===== src/rtl/loader_pkg.sv =====
// Shared definitions for the UART memory loader: FSM state encoding and
// the segment tag bytes understood by the protocol.
package loader_pkg;

   typedef enum logic [2:0] {
      ST_RUN,
      ST_TAG,
      ST_LEN0,
      ST_LEN1,
      ST_WORD,
      ST_WRITE,
      ST_ERR
   } ld_state_t;

   localparam logic [7:0] TAG_INSTR = 8'h49;
   localparam logic [7:0] TAG_DATA  = 8'h44;
   localparam logic [7:0] TAG_END   = 8'h45;

endpackage


===== src/rtl/uart_word_pack.sv =====
// Packs four received bytes into a little-endian 32-bit word; word_done
// flags the fourth byte so the word is complete on the following cycle.
module uart_word_pack (
   input  logic        clk,
   input  logic        rst,
   input  logic        clr,
   input  logic        byte_valid,
   input  logic [7:0]  byte_in,
   output logic [31:0] word,
   output logic        word_done
);

   logic [1:0] byte_cnt;

   // Shifting in from the top leaves the first byte in bits [7:0].
   always_ff @(posedge clk or posedge rst) begin
      if (rst) begin
         byte_cnt <= '0;
         word     <= '0;
      end else if (clr) begin
         byte_cnt <= '0;
      end else if (byte_valid) begin
         word     <= {byte_in, word[31:8]};
         byte_cnt <= byte_cnt + 2'd1;
      end
   end

   assign word_done = byte_valid && !clr && (byte_cnt == 2'd3);

endmodule


===== src/rtl/mem_load_ctrl.sv =====
// UART boot loader: holds the CPU in reset while tagged segments received
// over the UART are written word by word into instruction or data memory.
//
//  state | meaning
//  RUN   | CPU running, CPU owns memories, waiting for start
//  TAG   | waiting for segment tag (I / D / E)
//  LEN0  | waiting for word-count low byte
//  LEN1  | waiting for word-count high byte, range check
//  WORD  | collecting four bytes of the next word
//  WRITE | one-cycle write strobe to the selected memory
//  ERR   | load aborted, waiting for start
module mem_load_ctrl
   import loader_pkg::*;
#(
   parameter int unsigned TIMEOUT_CYCLES = 50_000_000,
   parameter int unsigned ADDR_W         = 14
) (
   input  logic              clk,
   input  logic              rst,
   input  logic              start,
   input  logic              rx_valid,
   input  logic [7:0]        rx_byte,
   output logic              cpu_en,
   output logic              cpu_rst,
   output logic              mem_sel,
   output logic              ld_we_instr,
   output logic              ld_we_data,
   output logic [ADDR_W-1:0] ld_addr,
   output logic [31:0]       ld_wdata,
   output logic              busy,
   output logic              error
);

   localparam int unsigned      TMR_W    = (TIMEOUT_CYCLES > 1) ? $clog2(TIMEOUT_CYCLES) : 1;
   localparam logic [TMR_W-1:0] TMR_LOAD = TMR_W'(TIMEOUT_CYCLES - 1);
   localparam logic [32:0]      N_MAX    = 33'd1 << ADDR_W;

   ld_state_t         state, state_nxt;
   logic              seg_data;
   logic [7:0]        len_lo;
   logic [15:0]       len_n;
   logic              len_bad;
   logic [15:0]       remain;
   logic [TMR_W-1:0]  tmr;
   logic              tmr_tc;
   logic              idle_state;
   logic              pack_clr;
   logic              pack_valid;
   logic              word_done;
   logic [ADDR_W-1:0] addr;

   assign len_n      = {rx_byte, len_lo};
   assign len_bad    = (len_n == 16'd0) || ({17'd0, len_n} > N_MAX);
   assign tmr_tc     = (tmr == '0);
   assign idle_state = (state == ST_TAG) || (state == ST_LEN0) ||
                       (state == ST_LEN1) || (state == ST_WORD);
   assign pack_clr   = (state == ST_LEN1) && rx_valid;
   assign pack_valid = (state == ST_WORD) && rx_valid;

   uart_word_pack u_pack (
      .clk       (clk),
      .rst       (rst),
      .clr       (pack_clr),
      .byte_valid(pack_valid),
      .byte_in   (rx_byte),
      .word      (ld_wdata),
      .word_done (word_done)
   );

   always_ff @(posedge clk or posedge rst) begin
      if (rst) state <= ST_RUN;
      else     state <= state_nxt;
   end

   always_comb begin
      state_nxt = state;
      case (state)
         ST_RUN:   if (start) state_nxt = ST_TAG;
         ST_TAG: begin
            if (rx_valid) begin
               if (rx_byte == TAG_INSTR || rx_byte == TAG_DATA) state_nxt = ST_LEN0;
               else if (rx_byte == TAG_END)                     state_nxt = ST_RUN;
               else                                             state_nxt = ST_ERR;
            end else if (tmr_tc) begin
               state_nxt = ST_ERR;
            end
         end
         ST_LEN0: begin
            if (rx_valid)    state_nxt = ST_LEN1;
            else if (tmr_tc) state_nxt = ST_ERR;
         end
         ST_LEN1: begin
            if (rx_valid)    state_nxt = len_bad ? ST_ERR : ST_WORD;
            else if (tmr_tc) state_nxt = ST_ERR;
         end
         ST_WORD: begin
            if (word_done)               state_nxt = ST_WRITE;
            else if (!rx_valid && tmr_tc) state_nxt = ST_ERR;
         end
         ST_WRITE: state_nxt = (remain == 16'd1) ? ST_TAG : ST_WORD;
         ST_ERR:   if (start) state_nxt = ST_TAG;
         default:  state_nxt = ST_RUN;
      endcase
   end

   // Idle timer is a down-counter; WRITE freezes it since no byte is expected there.
   always_ff @(posedge clk or posedge rst) begin
      if (rst) begin
         seg_data <= 1'b0;
         len_lo   <= '0;
         remain   <= '0;
         addr     <= '0;
         tmr      <= '0;
      end else begin
         if (idle_state) begin
            if (rx_valid)     tmr <= TMR_LOAD;
            else if (!tmr_tc) tmr <= tmr - TMR_W'(1);
         end else if (state != ST_WRITE) begin
            tmr <= TMR_LOAD;
         end
         if (state == ST_TAG && rx_valid)  seg_data <= (rx_byte == TAG_DATA);
         if (state == ST_LEN0 && rx_valid) len_lo <= rx_byte;
         if (state == ST_LEN1 && rx_valid) begin
            remain <= len_n;
            addr   <= '0;
         end
         if (state == ST_WRITE) begin
            remain <= remain - 16'd1;
            addr   <= addr + ADDR_W'(1);
         end
      end
   end

   always_comb begin
      cpu_en      = (state == ST_RUN);
      cpu_rst     = (state != ST_RUN);
      mem_sel     = (state != ST_RUN);
      busy        = (state != ST_RUN);
      error       = (state == ST_ERR);
      ld_we_instr = (state == ST_WRITE) && !seg_data;
      ld_we_data  = (state == ST_WRITE) && seg_data;
   end

   assign ld_addr = addr;

endmodule

===== config.mk =====
export PLATFORM = sky130hd
export DESIGN_NAME = mem_load_ctrl
export DESIGN_NICKNAME = d
export VERILOG_FILES = /design/src/rtl/loader_pkg.sv /design/src/rtl/uart_word_pack.sv /design/src/rtl/mem_load_ctrl.sv
export SDC_FILE = /design/constraint.sdc
export NUM_CORES = 1
export LEC_CHECK = 0
export ABC_AREA = 1
export CAP_MARGIN = 10
export CORE_MARGIN = 5
export CORE_UTILIZATION = 57
export DETAILED_ROUTE_END_ITERATION = 7
export PLACE_DENSITY = 0.91
export SETUP_SLACK_MARGIN = 0.15
export SLEW_MARGIN = 20
export SYNTH_ARGS = -nofsm -noshare
export SYNTH_HDL_FRONTEND = slang
export SYNTH_SLANG_ARGS = --single-unit

===== constraint.sdc =====
create_clock -name clk -period 4.7 [get_ports clk]
set_clock_uncertainty 0.1 [all_clocks]
set_input_delay 0.94 -clock clk [delete_from_list [all_inputs] [get_ports clk]]
set_output_delay 0.94 -clock clk [all_outputs]
set_load 0.01 [all_outputs]

==> results <==
- The cell family with the largest share of critical-path delay is simple AND/OR/NAND/NOR gates.
- The critical path class is reg -> out.
- The slowest cell on the critical path is dfrtp_1.
- The floorplan step defined a die boundary enclosing between 10000 and 15000 um^2.
- Global routing finished with a remaining overflow of 0.
- The number of antenna violations at the first check in global routing is 0.
- The layer with the highest usage is met2.
- The final layout contains routed wiring with a total length of between 10000 and 15000 um.
- The number of buffers on the longest clock path is 2.
- The area share of the largest cell type after synthesis is 0.4550.
- The global routing usage on met1 is 0.3301.
- The congestion estimate from routability-driven global placement came to 0.9168.
- In the global route stage, met2 resource usage came out at 0.3899.
- Setup repair after global routing left no endpoint under its margin.
- Summing over every cut layer, the via total after detailed routing is between 5000 and 6000.
- Gates resized during post-CTS repair numbered 0.
- The total I/O pin count is 65.
- The sequential fraction of the synthesis area is 0.4550.
- By area the synthesized netlist is led by dfrtp_1, nand2_1, nor2_1.
- After legalization and detailed placement, the total HPWL measured 9907 um.
- The clock transition time at the flip-flop clock pins of the worst setup and hold paths is about 100 ps.
- The Yosys step of the flow raised 0 warnings.
- The number of remaining DRC errors is 0.
- Measured along the x axis, the die boundary spans roughly 110 um.
- Of all nets on the critical path, the largest fanout is 17.
- The maximum VDD drop is 330.1 uV.
- After clock tree synthesis, the flow added hold-fix buffers numbering 0.
- Walking the worst path, the cells encountered are nand3_2 > nor2_1 > clkdlybuf4s50_1.
- Headroom to the max-slew limit came out at 0.4522.
- The detail-routed via count per cell is 5.593.
- The number of antenna diodes in the final layout is 0.
- Of the cells placed in the final design, the portion with a size suffix greater than 1 is 0.05569.
- Counting flops with a built-in enable in the synthesized netlist gives 0.
- Ranked by instance count, the synthesized netlist is headed by nand2_1, dfrtp_1, nor2_1.
- For the worst setup path, the data required time is roughly 3700 ps.
- Subtracting the final worst setup slack from the clock period gives 3387 ps.
- The initial core utilization is 0.5793.
- The CTS buffer count is 9.
- Buffers added to address setup during post-CTS repair amount to 0.
- The clock root buffer is clkbuf_8.
- From bottom edge to top edge, the die measures 109.2 um.
- The total count of max-transition violations in the final report is 0.
- The via count of the first global-routing pass is 4954.
- The clock tree from TritonCTS is done.
- The synthesized instance count is roughly 750.
- For the pin with the worst max-slew slack, the measured transition is a little over 800 ps.
- The achievable clock frequency is 295.2 MHz.
- The analysis attributes to cell leakage a power of 3.114 nW.
- Counting every net in the synthesized netlist gives approximately 770.
- Power spread over the standard cell area amounts to 549.6 nW/um^2.
- The library cell with the highest instance count after synthesis is nand2_1.
- The initial DRC count is ~520.
- The cell area that synthesis handed to floorplanning was 5610 um^2.
- The count of state elements after synthesis is just over 100.
- Setup slack closes at about 1300 ps.
- The largest total area in the synthesized netlist belongs to dfrtp_1.
- The reported max-cap violation count is 0.
- Timing analysis after detailed placement gives a worst setup slack of 1198 ps.
- The CTS H-tree depth is 3.
- Data arrives at the worst endpoint at around 2400 ps.
- The kind of start point of the critical path is a flop.
- In the final timing run, aggregate negative setup slack is 0 ps.
- The first global-routing pass estimated 22810 um of wire.
- After detailed routing, the average wire length per cell comes to approximately 15 um.
- The number of search-and-repair iterations in the first detailed-routing pass is 6.
- The class of the tightest hold or removal check is reg -> reg.
- Clock latency on the worst-skew pair, taken at its later pin, is roughly 390 ps.
- The final setup violation count is 0.
- The number of hold violations in the final report is 0.
- The total number of placement rows is 36.
- For this run, the total global-route usage over all layers was measured as 0.2407.
- Entering global routing, the biggest net connects 88 pins.
- Once detail routing completed, the nets flagged for antenna violations numbered 0.
- After synthesis, the share of flip-flops with an asynchronous set or reset is 1.000.
- The primary flip-flop cell chosen by synthesis mapping is dfrtp_1.
- Each instance of the synthesized netlist takes up on average 7.490 um^2.
- The run finished with clean final reports.
- The number of unique standard cell types used by synthesis is 39.
- The number of buffers and inverters on the critical path is 1.
- From synthesis to final layout, the design area changed by 16.21%.
- STA classifies the critical path endpoint as an output port.
- The number of I/O port buffers is 64.
- The total area inside the core boundary comes to just under 10000 um^2.
- In the global route stage, met3 resource usage came out at 0.03967.
- The net count reported at finish is about 800.
- The number of clock sinks is between 100 and 150.
- The maximum single-stage delay on the critical path is about 600 ps.
- The final period utilization is 0.7207.
power breakdown:
part	switching (mW)	leakage, nW	total [mW]	internal (mW)
registers	0.299	1.25	1.48	1.18
clock network	0.359	0.106	0.575	0.216
logic	0.868	1.75	1.53	0.658
cells in the final DEF, fill, tap and decap left out, types with 2 or more instances in the layout:
cell,n
clkinv_8,3
o221ai_1,6
nor4_1,2
nand2_4,3
o21ai_1,10
clkbuf_8,9
inv_8,2
inv_1,81
nor2_4,2
a21boi_0,2
xor2_1,11
o22ai_1,4
dfrtp_1,102
clkdlybuf4s50_1,64
nand2_1,235
nor2_2,9
nand2_2,5
inv_6,2
o21ai_0,49
nand4_1,19
o31ai_1,3
o32ai_1,2
nand3b_1,4
o211ai_1,7
ha_1,6
nor2_1,83
nor3_1,5
nand3_1,51
a21oi_1,11
inv_2,2
o21bai_1,3
per-stage QoR:
| stage | std cells | hold slack [ps] | area (um^2) | utilization | total power, mW |
|---|---|---|---|---|---|
| after floorplan | 749 | 353.0 | 5610 | - | 2.363 |
| after global placement | 925 | 353.8 | 6305 | 0.6510 | 2.926 |
| after detailed placement | 925 | 358.3 | 6305 | 0.6510 | 3.009 |
| after CTS | 941 | 384.5 | 6518 | 0.6730 | 3.587 |
| after global routing | 941 | 412.0 | 6520 | 0.6733 | 3.830 |
| final | 941 | 382.4 | 6520 | 0.6733 | 3.584 |
routing by layer:
| layer | part of all wire | up-vias |
|---|---|---|
| met5 | 0 | - |
| met4 | 0.023 | 0 |
| met3 | 0.070 | 28 |
| met2 | 0.46 | 226 |
| met1 | 0.45 | 2481 |
| li1 | - | 2528 |
worst register-to-register path, cell delays in order (launching register included):
cell	delay (ps)
dfrtp_1	600
nand3_2	460
inv_1	790
nand3_1	230
o211ai_1	220
o211ai_1	110
sequential cells by signal (all words and copies together) (netlist names):
name,cells
u_pack.byte_cnt,2
remain,16
tmr,26
seg_data,1
u_pack.word,32
state,3
ld_addr,14
len_lo,8
layout make-up:
cell class              count  area [um^2]
clock buffers               9        123.9
clock inverters             7        88.84
fillers                   766         3164
inverters                  84        320.3
multi-input cells         541         2620
flip-flops and latches    102         2552
well taps                 133        166.4
repair buffers             65        648.1
cell families (layout without fill, tap and decap cells):
family,count (synthesis),after routing,share of synthesized area
adders and majority gates,6,6,0.01338
AOI/OAI and AO/OA,102,102,0.1111
xor gates and xnor gates,12,12,0.01873
buffers and inverters,106,165,0.07806
DFF,102,102,0.4550
and+or+nand+nor,421,421,0.3238
worst paths after layout:
kind	from	slack, ps	to	depth (start not counted)
setup / recovery	state[2]$_DFFE_PP0P_	1310	ld_we_instr	3
hold / removal	u_pack.word[4]$_DFFE_PP0P_	380	u_pack.word[4]$_DFFE_PP0P_	2
setup reg to reg	state[2]$_DFFE_PP0P_	2090	remain[7]$_DFFE_PP0P_	5
hold reg to reg	u_pack.word[4]$_DFFE_PP0P_	380	u_pack.word[4]$_DFFE_PP0P_	2
max in group asynchronous	rst	2790	remain[1]$_DFFE_PP0P_	3
min in group asynchronous	rst	970	tmr[13]$_DFFE_PP0P_	2
No activity file was read; power rests on OpenSTA's default activity.
